==> src/rtl/sccb_pkg.sv <==
// sccb_pkg: shared types and constants for the SCCB target.
//   state_t    : protocol phase of the target FSM
//   ACK_BIT    : index of the ack / don't-care slot within a phase
//   BYTE_BITS  : data bits per phase, MSB first
//   DEF_DEV_ID : default 8-bit write address (bit0 ignored)
package sccb_pkg;

   typedef enum logic [2:0] {
      IDLE,
      ID,
      SUB,
      WDATA,
      RDATA,
      IGNORE
   } state_t;

   localparam int ACK_BIT   = 8;
   localparam int BYTE_BITS = 8;

   localparam logic [7:0] DEF_DEV_ID = 8'h42;

endpackage

==> src/rtl/sccb_target_if.sv <==
// sccb_target_if: SCCB line pins plus the local consumer port of the target.
//   sio_c, sio_d_i : SCCB clock and data pad input (driven by master side)
//   sio_d_oe       : 1 = target pulls SIO_D low (open-drain)
//   busy           : START seen and no STOP yet
//   wr_pulse       : single-cycle strobe; wr_addr/wr_data are valid only while
//                    it is high, there is no back-pressure (consumer must accept)
//   loc_addr       : local read address, loc_rdata is its combinational value
//   state          : current FSM phase, exported for observation
interface sccb_target_if;
   import sccb_pkg::*;

   logic       sio_c;
   logic       sio_d_i;
   logic       sio_d_oe;
   logic       busy;
   logic       wr_pulse;
   logic [7:0] wr_addr;
   logic [7:0] wr_data;
   logic [7:0] loc_addr;
   logic [7:0] loc_rdata;
   state_t     state;

   modport slave (
      input  sio_c, sio_d_i, loc_addr,
      output sio_d_oe, busy, wr_pulse, wr_addr, wr_data, loc_rdata, state
   );

   modport master (
      output sio_c, sio_d_i, loc_addr,
      input  sio_d_oe, busy, wr_pulse, wr_addr, wr_data, loc_rdata, state
   );

endinterface

==> src/rtl/sccb_line_sync.sv <==
// sccb_line_sync: synchronizes SIO_C/SIO_D into the PCLK domain and decodes
// line events from the synchronized values.
//   clk, rst_n     : PCLK and asynchronous active-low reset
//   sio_c, sio_d   : raw pad values
//   rise_c, fall_c : single-cycle SIO_C edge flags
//   start, stop    : single-cycle START / STOP flags
//   d_smp          : synchronized SIO_D
module sccb_line_sync #(
   parameter int SYNC_STAGES = 2
) (
   input  logic clk,
   input  logic rst_n,
   input  logic sio_c,
   input  logic sio_d,
   output logic rise_c,
   output logic fall_c,
   output logic start,
   output logic stop,
   output logic d_smp
);

   logic [SYNC_STAGES-1:0] c_sync;
   logic [SYNC_STAGES-1:0] d_sync;
   logic                   c_hist;
   logic                   d_hist;
   logic                   c_smp;

   // Reset to the idle-bus level (both lines high) so leaving reset on an
   // idle bus produces no spurious edge or START/STOP.
   always_ff @(posedge clk or negedge rst_n) begin
      if (!rst_n) begin
         c_sync <= '1;
         d_sync <= '1;
         c_hist <= 1'b1;
         d_hist <= 1'b1;
      end else begin
         c_sync <= {c_sync[SYNC_STAGES-2:0], sio_c};
         d_sync <= {d_sync[SYNC_STAGES-2:0], sio_d};
         c_hist <= c_sync[SYNC_STAGES-1];
         d_hist <= d_sync[SYNC_STAGES-1];
      end
   end

   assign c_smp  = c_sync[SYNC_STAGES-1];
   assign d_smp  = d_sync[SYNC_STAGES-1];
   assign rise_c = c_smp & ~c_hist;
   assign fall_c = ~c_smp & c_hist;
   // SIO_D may only move while SIO_C is high for START/STOP, so both the
   // current and previous clock samples must be high.
   assign start  = c_smp & c_hist & d_hist & ~d_smp;
   assign stop   = c_smp & c_hist & ~d_hist & d_smp;

endmodule

==> src/rtl/sccb_target.sv <==
// sccb_target: SCCB responder with an internal register file.
//   PCLK, PRESETN : system clock, asynchronous active-low reset
//   bus           : sccb_target_if.slave (SIO lines, write-commit strobe,
//                   local read port, FSM phase)
// Decodes 3-phase writes (ID, sub-address, data) and 2-phase reads (ID, data).
module sccb_target import sccb_pkg::*; #(
   parameter logic [7:0] DEV_ID      = DEF_DEV_ID,
   parameter int         NUM_REGS    = 32,
   parameter int         SYNC_STAGES = 2
) (
   input  logic         PCLK,
   input  logic         PRESETN,
   sccb_target_if.slave bus
);

   localparam int IDX_W = (NUM_REGS > 1) ? $clog2(NUM_REGS) : 1;

   logic       rise_c, fall_c, start, stop, d_smp;
   state_t     state, state_nxt;
   logic [3:0] bit_cnt;
   logic       ack_rise;   // rise_c of the ack slot already seen
   logic       ack_en;     // this phase's byte is to be acked
   logic       rw;
   logic [6:0] shreg;
   logic [7:0] sub_addr;
   logic [7:0] rd_shift;
   logic       sio_d_oe, busy, wr_pulse;
   logic [7:0] wr_addr, wr_data;
   logic [7:0] regs [NUM_REGS];

   logic [7:0] byte_in;
   logic       active, byte_done, slot_open, slot_close, id_match;
   logic [7:0] rd_byte;

   sccb_line_sync #(.SYNC_STAGES(SYNC_STAGES)) u_sync (
      .clk    (PCLK),
      .rst_n  (PRESETN),
      .sio_c  (bus.sio_c),
      .sio_d  (bus.sio_d_i),
      .rise_c (rise_c),
      .fall_c (fall_c),
      .start  (start),
      .stop   (stop),
      .d_smp  (d_smp)
   );

   assign byte_in    = {shreg, d_smp};
   assign active     = state inside {ID, SUB, WDATA, RDATA};
   assign byte_done  = active & rise_c & (bit_cnt == 4'(BYTE_BITS - 1));
   // Ack slot spans from the fall after bit 7 to the fall after bit 8.
   assign slot_open  = active & fall_c & (bit_cnt == 4'(ACK_BIT)) & ~ack_rise;
   assign slot_close = active & fall_c & (bit_cnt == 4'(ACK_BIT)) & ack_rise;
   assign id_match   = (byte_in[7:1] == DEV_ID[7:1]);
   assign rd_byte    = (32'(sub_addr) < NUM_REGS) ? regs[sub_addr[IDX_W-1:0]] : 8'hFF;

   always_comb begin
      state_nxt = state;
      if (start) begin
         state_nxt = ID;
      end else if (stop) begin
         state_nxt = IDLE;
      end else begin
         case (state)
            ID: begin
               if (byte_done && !id_match) state_nxt = IGNORE;
               else if (slot_close)        state_nxt = rw ? RDATA : SUB;
            end
            SUB:   if (slot_close) state_nxt = WDATA;
            WDATA: if (slot_close) state_nxt = IGNORE;
            RDATA: if (slot_close) state_nxt = IGNORE;
            default: state_nxt = state;
         endcase
      end
   end

   always_ff @(posedge PCLK or negedge PRESETN) begin
      if (!PRESETN) state <= IDLE;
      else          state <= state_nxt;
   end

   always_ff @(posedge PCLK or negedge PRESETN) begin
      if (!PRESETN) begin
         bit_cnt  <= '0;
         ack_rise <= 1'b0;
         ack_en   <= 1'b0;
         rw       <= 1'b0;
         shreg    <= '0;
         sub_addr <= '0;
         rd_shift <= '0;
         sio_d_oe <= 1'b0;
         busy     <= 1'b0;
         wr_pulse <= 1'b0;
         wr_addr  <= '0;
         wr_data  <= '0;
         for (int i = 0; i < NUM_REGS; i++) regs[i] <= '0;
      end else begin
         wr_pulse <= 1'b0;
         // The array is written as the strobe retires, so a same-cycle local
         // read still returns the previous contents.
         if (wr_pulse && (32'(wr_addr) < NUM_REGS)) regs[wr_addr[IDX_W-1:0]] <= wr_data;

         if (start || stop) begin
            bit_cnt  <= '0;
            ack_rise <= 1'b0;
            ack_en   <= 1'b0;
            sio_d_oe <= 1'b0;
            busy     <= start;
         end else if (active) begin
            if (rise_c) begin
               if (bit_cnt < 4'(ACK_BIT)) begin
                  shreg   <= byte_in[6:0];
                  bit_cnt <= bit_cnt + 4'd1;
               end else begin
                  ack_rise <= 1'b1;
               end
            end

            if (byte_done) begin
               case (state)
                  ID: begin
                     if (id_match) begin
                        rw     <= byte_in[0];
                        ack_en <= 1'b1;
                     end
                  end
                  SUB: begin
                     sub_addr <= byte_in;
                     ack_en   <= 1'b1;
                  end
                  WDATA: begin
                     wr_pulse <= 1'b1;
                     wr_addr  <= sub_addr;
                     wr_data  <= byte_in;
                     ack_en   <= 1'b1;
                  end
                  default: ;
               endcase
            end

            if (slot_open) begin
               sio_d_oe <= ack_en;
            end else if (slot_close) begin
               bit_cnt  <= '0;
               ack_rise <= 1'b0;
               ack_en   <= 1'b0;
               sio_d_oe <= 1'b0;
               // Read data MSB goes out on the fall that ends the ID ack slot.
               if (state == ID && rw) begin
                  rd_shift <= rd_byte;
                  sio_d_oe <= ~rd_byte[7];
               end
            end else if (fall_c && state == RDATA && bit_cnt != 4'd0) begin
               sio_d_oe <= ~rd_shift[3'(4'd7 - bit_cnt)];
            end
         end
      end
   end

   assign bus.sio_d_oe  = sio_d_oe;
   assign bus.busy      = busy;
   assign bus.wr_pulse  = wr_pulse;
   assign bus.wr_addr   = wr_addr;
   assign bus.wr_data   = wr_data;
   assign bus.state     = state;
   assign bus.loc_rdata = (32'(bus.loc_addr) < NUM_REGS) ? regs[bus.loc_addr[IDX_W-1:0]] : 8'hFF;

endmodule

==> src/flat_wrapper.sv <==
// flat-port wrapper written by rule: the top's interface ports become plain ports
module sccb_target_flat import sccb_pkg::*;
#(
   parameter logic [7:0] DEV_ID      = DEF_DEV_ID,
   parameter int         NUM_REGS    = 32,
   parameter int         SYNC_STAGES = 2
)
  (PCLK, PRESETN, bus_sio_c, bus_sio_d_i, bus_loc_addr, bus_sio_d_oe, bus_busy, bus_wr_pulse, bus_wr_addr, bus_wr_data, bus_loc_rdata, bus_state);
  sccb_target_if bus_i ();
  input  logic PCLK;
  input  logic PRESETN;
  input wire logic [$bits(bus_i.sio_c)-1:0] bus_sio_c;
  input wire logic [$bits(bus_i.sio_d_i)-1:0] bus_sio_d_i;
  input wire logic [$bits(bus_i.loc_addr)-1:0] bus_loc_addr;
  output wire logic [$bits(bus_i.sio_d_oe)-1:0] bus_sio_d_oe;
  output wire logic [$bits(bus_i.busy)-1:0] bus_busy;
  output wire logic [$bits(bus_i.wr_pulse)-1:0] bus_wr_pulse;
  output wire logic [$bits(bus_i.wr_addr)-1:0] bus_wr_addr;
  output wire logic [$bits(bus_i.wr_data)-1:0] bus_wr_data;
  output wire logic [$bits(bus_i.loc_rdata)-1:0] bus_loc_rdata;
  output wire logic [$bits(bus_i.state)-1:0] bus_state;
  assign bus_i.sio_c = bus_sio_c;
  assign bus_i.sio_d_i = bus_sio_d_i;
  assign bus_i.loc_addr = bus_loc_addr;
  assign bus_sio_d_oe = bus_i.sio_d_oe;
  assign bus_busy = bus_i.busy;
  assign bus_wr_pulse = bus_i.wr_pulse;
  assign bus_wr_addr = bus_i.wr_addr;
  assign bus_wr_data = bus_i.wr_data;
  assign bus_loc_rdata = bus_i.loc_rdata;
  assign bus_state = bus_i.state;
  sccb_target #(.DEV_ID(DEV_ID), .NUM_REGS(NUM_REGS), .SYNC_STAGES(SYNC_STAGES)) u_core (.PCLK(PCLK), .PRESETN(PRESETN), .bus(bus_i));
endmodule
==> config.mk <==
export PLATFORM = sky130hd
export DESIGN_NAME = sccb_target_flat
export DESIGN_NICKNAME = d
export VERILOG_FILES = /design/src/rtl/sccb_pkg.sv /design/src/rtl/sccb_target_if.sv /design/src/rtl/sccb_line_sync.sv /design/src/rtl/sccb_target.sv /design/src/flat_wrapper.sv
export SDC_FILE = /design/constraint.sdc
export NUM_CORES = 1
export LEC_CHECK = 0
export BUFFER_PORTS_ARGS = -buffer_cell sky130_fd_sc_hd__buf_2
export CAP_MARGIN = 15
export CORE_MARGIN = 8
export CORE_UTILIZATION = 40
export CTS_BUF_LIST = sky130_fd_sc_hd__clkbuf_8
export CTS_CLUSTER_SIZE = 8
export DETAILED_ROUTE_END_ITERATION = 6
export PLACE_DENSITY_LB_ADDON = 0.1
export SLEW_MARGIN = 20
export SYNTH_ARGS = -nofsm -noshare
export SYNTH_HDL_FRONTEND = slang
export SYNTH_SLANG_ARGS = --single-unit
==> constraint.sdc <==
create_clock -name PCLK -period 3.15 [get_ports PCLK]
set_clock_uncertainty 0.1 [all_clocks]
set_input_delay 0.315 -clock PCLK [delete_from_list [all_inputs] [get_ports PCLK]]
set_output_delay 0.315 -clock PCLK [all_outputs]
set_load 0.01 [all_outputs]
[Word level (Yosys, flattened, before mapping)]
Index checks and enable logic that the tools add are counted.
Operators by class
  $lt $le $gt $ge: 9
  reductions and logical operators: 22
  add/subtract/negate cells: 2
  bitwise logic cells: 25
  mux-type cells: 50
  equal/unequal tests: 10
Operators by type and width (number)
  bitwise mux 256 bit: 1
  binary-select mux 8 bit (select 5 bit): 2
  two-way mux 8 bit: 7
  demux 8 bit (select 5 bit): 1
  less-than comparator 8 x 6 -> 1 bit (second input constant): 3
  two-way mux 4 bit: 6
  two-way mux 1 bit: 23
  two-way mux 3 bit: 7
  >= comparator 6 bit (second input constant): 3
  NOT 5 -> 6 bit: 3
  AND reduction 4 bit: 4
  bitwise AND 1 bit: 13
  nonzero test 4 bit: 3
  AND reduction 5 bit: 2
  NOT 1 bit: 9
  one-hot mux 3 bit (3 select lines): 1
  != test 4 x 1 -> 1 bit (second input constant): 2
  == test 7 x 6 -> 1 bit (second input constant): 1
  == test 3 x 2 -> 1 bit (second input constant): 2
  logical AND 1 bit: 6
  less-than comparator 6 x 1 -> 1 bit (second input constant): 1
  != test 5 x 2 -> 1 bit (second input constant): 1
  nonzero test 5 bit: 1
  adder 4 x 1 -> 4 bit (second input constant): 1
  other kinds (14): 15
Word-level totals
  bits in registers: 314
  word-level logic and storage cells: 167
  output and inout bits: 30
  bits of input ports: 12

[Logic depth before layout (Yosys ltp)]
  word-level depth: 11
  mapped depth: 8
  gate-level depth less buffers: 7

[Modules after synthesis]
A second synthesis with hierarchy kept.
Unflattened totals
  cells, all modules: 1120
  area total of the unflattened synthesis: 16547.1 µm²
By module, submodules not included
  sccb_target: cells an instance 1110, area an instance 16356.9 µm², instances 1, seq. area each 7707.4 µm²
  sccb_line_sync: cells an instance 10, area an instance 190.2 µm², instances 1, seq. area each 157.7 µm²

[Worst setup path before layout]
OpenSTA, ideal clock, no wires.
  kind: input-to-output
  start point: in bus_loc_addr[0]
  end point: out bus_loc_rdata[0]
  setup slack: 0.398 ns
  cell stages on the path: 6
  arrival time: 2.337 ns
  cells stage by stage: buf_2 -> buf_1 -> mux4_2 -> mux4_2 -> a21oi_1 -> nand2_1
On the way
  cells in the longest elaborated chain, start to end: 5
  elaborated cells between the ends (all ways): 6
  classes of those cells: order compare (1); mux (4); bitwise (1)
Ends and longest elaborated chain
  from (decl): RTL line flat_wrapper.sv:14  | input wire logic [$bits(bus_i.loc_addr)-1:0] bus_loc_addr;
  NOT 5 -> 6 bit (implied by the code): RTL line sccb_target.sv:165  | assign bus.loc_rdata = (32'(bus.loc_addr) < NUM_REGS) ? regs[bus.loc_addr[IDX_W-1:0]] : 8'hFF;
  binary-select mux 8 bit (select 5 bit): RTL line sccb_target.sv:165
  two-way mux 8 bit (implied by the code) (2 in a row): RTL line sccb_target.sv:165
  two-way mux 8 bit *: RTL line sccb_target.sv:165
  to (decl): RTL line flat_wrapper.sv:20  | output wire logic [$bits(bus_i.loc_rdata)-1:0] bus_loc_rdata;
Mark *: on every way between the ends. The rest lies on a longest branch, timed or not. The select of a mux whose other input is x is not followed.

[Worst setup path after layout]
  start point: reg u_core.regs[230] in the netlist's numbering
  end point: out bus_loc_rdata[6]
On the way
  cells in the longest elaborated chain, start to end: 4
Ends and longest elaborated chain
  from (decl): RTL line sccb_target.sv:29  | logic [7:0] regs [NUM_REGS];
  from (signal, indexed assignment): RTL line sccb_target.sv:100  | if (wr_pulse && (32'(wr_addr) < NUM_REGS)) regs[wr_addr[IDX_W-1:0]] <= wr_data;
  binary-select mux 8 bit (select 5 bit): RTL line sccb_target.sv:165
  two-way mux 8 bit (implied by the code) (2 in a row): RTL line sccb_target.sv:165
  two-way mux 8 bit: RTL line sccb_target.sv:165
Every way passes these cells. The select of a mux whose other input is x is not followed.

==> results.md <==
- Ys flop type: dfrtp_1
- # diodes: 0
- Post-synth EDFFs: 0
- Worst Setup EP: bus_loc_rdata[6]
- Mapped Cells: 1079
- Cell Area, Placed: 17600 µm²
- Detailed-route via count: 10.3k
- PortBufs: just over 40
- Pint: 0.00669 W
- Chip height: approximately 220 µm
- Worst EP required: approximately 2.7 ns
- Hpwl dp: approximately 31 mm
- Residual DRC: 0
- Post-Synth Adder-Cell Area: 0.232%
- Most frequent cells in the layout: 305 x dfrtp_1, 278 x mux2_2, 150 x mux4_2, 77 x clkbuf_8, 68 x buf_4
- Leak: 8.68 nW
- Worst rel slew slack: between 30% and 40%
- Maximum net fanout on the critical path: 3
- CTS sink cnt: about 310
- Share of layout cells above drive strength 1: 54.5%
- Synth top area share: 47.5%
- XOR/XNOR Fraction of Synth Area: less than 1%
- Std cell rows: 73
- Compound-Gate Fraction of Synth Area: around 2.3%
- Gate power share: about 7.0%
- Setup crit start: u_core.regs[230]
- Post-DRT Antenna Nets: 0
- RePlAce Congestion: between 0.7 and 0.8
- Final Hold Fails: 0
- Maximum VDD drop: 0.290 mV
- CP Class: register to primary output
- Most used cell along the critical path: a211oi_1
- Htree depth: 2
- Pins Over Slew Limit: 0
- Flop-to-flop setup slack: 0.38 ns
- CTS tree: done
- Crit. End Element: primary output
- Syn Nets: approximately 1.1k
- CP Launch Type: register
- Reg2Reg Depth: 6
- Most common cell after layout, fill and taps aside: dfrtp_1
- Drt total wl: between 40 and 50 mm
- Post-synth ARST share: 100%
- Clock latency on the worst-skew pair: around 0.64 ns
- Starting Density: a little over 40%
- R2R Path End: u_core.sub_addr[3]
- Final instance area: 18800 µm²
- Hold Crit Class: input pin to async pin
- Syn-to-layout area delta: 16.2%
- Drt via density: between 5 and 6
- Nets@finish: between 1k and 1.5k
- Final setup fails: 0
- Worst slew pin tran: roughly 0.95 ns
- WP data arrival: ~2.5 ns
- Sw power: 0.00233 W
- Ranking of synthesized cells by area: dfrtp_1 48%, mux4_2 21%, mux2_2 19%
- Critical Path, Cell by Cell: mux4_2 > nor2b_1 > a211oi_1 > a211oi_1 > buf_4 > a21oi_1 > nand2_1 > buf_2
- RR Startpoint: u_core.u_sync.c_sync[1]
- Fmax: approximately 340 MHz
- Fin crit period: just under 3 ns
- Initial antenna violation count: 0
- Unrepaired setup endpoints after global routing: false
- Leading area contributor after synthesis: dfrtp_1
- CP max-delay cell: mux4_2
- CTS Buf Count: 57
- Post-synthesis cell type count: 49
- DRC violation total after the first TritonRoute iteration: approximately 740
- Vias in the first global route: 10.8k
- Largest net degree at the start of global routing: 92
- Sequential group share of total power: between 40% and 50%
- Slowest stage delay, CP: ~0.48 ns
- Synthesis Warnings: 0
- Setup_tns: 0 ns
- Synthesized area: approximately 16000 µm²
- PD cells: 479 nW/µm²
- First-pass DRT Iterations: 5
- Die Footprint: around 47000 µm²
- Core Box Area: 39900 µm²
- Sw Share: ~26%
- Max Cap Violations: 0
- Average wire per standard cell: 26.9 µm
- Main combinational cell family by area after synthesis: multiplexers
- Clock Power Share: a little under half
- GRT overflow: 0
- Mean Syn Cell Area: ~15 µm²
- Period utilization: 93.2%
- Longest Clk Path Bufs: 3
- GR Util All Layers: between 20% and 30%
- Outcome: complete, no violations
- Clock slew at reported path FFs: around 0.060 ns
- CTS root buffer: clkbuf_8
- I/O pin count: 42
- Synth Area in Simple Gates: roughly 5.2%
- First-pass GRT wire length: 72.2 mm
- Die W: 217 µm
- Post-synthesis mux area share: approximately two fifths
- Yosys reg bits: between 300 and 400
- Seq/Total Area, Yosys: about half
- Post-CTS setup buffer count: 0
## critical path: cells and delay by family (launching register included)
| kind | cells | cell delay [ns] |
|---|---|---|
| simple gates | 2 | 0.22 |
| compound gates | 3 | 0.45 |
| buf+inv | 2 | 0.34 |
| flops | 1 | 0.39 |
| mux | 1 | 0.48 |
## power groups by stage
stage          Clock (W)  Combinational (W)  Sequential (W)
3_5_place_dp           0           0.000636         0.00433
2_1_floorplan          0           0.000346         0.00429
3_3_place_gp           0           0.000632         0.00433
4_1_cts          0.00426           0.000641         0.00426
6_report         0.00414           0.000633         0.00426
5_1_grt          0.00445           0.000711         0.00427
## how the worst min path moves through the flow
stage | from | to | slack, ns | depth (start not counted)
2_1_floorplan | PRESETN | u_core.ack_en | -0.08 | 0
3_3_place_gp | u_core.u_sync.d_sync[0] | u_core.u_sync.d_sync[1] | 0.25 | 0
3_5_place_dp | u_core.u_sync.d_sync[0] | u_core.u_sync.d_sync[1] | 0.25 | 0
4_1_cts | bus_sio_c | u_core.u_sync.c_sync[0] | 0.16 | 2
5_1_grt | bus_sio_c | u_core.u_sync.c_sync[0] | 0.20 | 2
6_report | PRESETN | u_core.regs[82] | 0.17 | 2
## per-layer routing
layer / vias to the layer above / GRT usage, % / share of wire, % / wire length [µm]
li1: 4384 / - / - / -
met1: 5613 / 29.0 / 46 / 22000
met2: 256 / 31.8 / 47 / 22200
met3: 76 / 3.76 / 4.6 / 2150
met4: 0 / 5.37 / 2.0 / 938
met5: - / 0 / 0 / 0
## final cells by class
cell class | instances | area, µm²
Sequential cell | 314 | 7870
Clock inverter | 28 | 175
Timing Repair Buffer | 125 | 1030
Inverter | 3 | 11.3
Tap cell | 525 | 657
Clock buffer | 77 | 1060
Multi-Input combinational cell | 682 | 8030
Fill cell | 3526 | 21100
## cell usage after synthesis (6+ instances only)
cell and n:
nor2_1 45, buf_1 20, a211oi_1 16, mux2_4 8
mux2_2 278, a21oi_1 16, or3_1 7, nand3_1 6
nor2b_1 12, mux2i_1 11, clkbuf_1 50, nor3_1 8
dfstp_2 6, dfrtp_1 308, nand2_1 59, mux4_2 150
o22ai_1 9, buf_2 9
## logic make-up (layout without fill, tap and decap cells)
logic type / count (synthesis) / in the layout
and+or+nand+nor: 172 / 172
xor gates and xnor gates: 2 / 2
adders and majority gates: 3 / 3
muxes: 447 / 447
buffers and inverters: 83 / 233
AOI/OAI and AO/OA: 58 / 58
DFF: 314 / 314
## per-stage QoR
step | total power (W) | hold WS (ns) | cells | worst slack (ns) | util, %
2_1_floorplan | 0.00463 | -0.0806 | 1079 | 0.398 | -
3_3_place_gp | 0.00496 | 0.251 | 1646 | 0.388 | 44.0
3_5_place_dp | 0.00496 | 0.249 | 1646 | 0.391 | 44.0
4_1_cts | 0.00916 | 0.165 | 1754 | 0.147 | 47.2
5_1_grt | 0.00943 | 0.204 | 1754 | 0.0874 | 47.2
6_report | 0.00902 | 0.165 | 1754 | 0.214 | 47.2
## timing repair
item	4_1_cts	5_1_grt
endpoints found under the hold margin	85	0
hold buffers	3	0
resized for setup	0	1
setup endpoints to repair	0	1
## flip-flops by register name (all words and copies together) (netlist names)
register,count
u_core.shreg,7
u_core.rw,1
u_core.ack_rise,1
u_core.regs,256
u_core.u_sync.d_sync,2
u_core.bus.state,3
u_core.bus.busy,1
u_core.sub_addr,8
u_core.u_sync.d_hist,1
u_core.bit_cnt,4
u_core.ack_en,1
u_core.u_sync.c_hist,1
u_core.u_sync.c_sync,2
u_core.bus.wr_data,8
u_core.rd_shift,8
u_core.bus.sio_d_oe,1
u_core.bus.wr_addr,8
u_core.bus.wr_pulse,1
No activity file was read; power rests on OpenSTA's default activity.
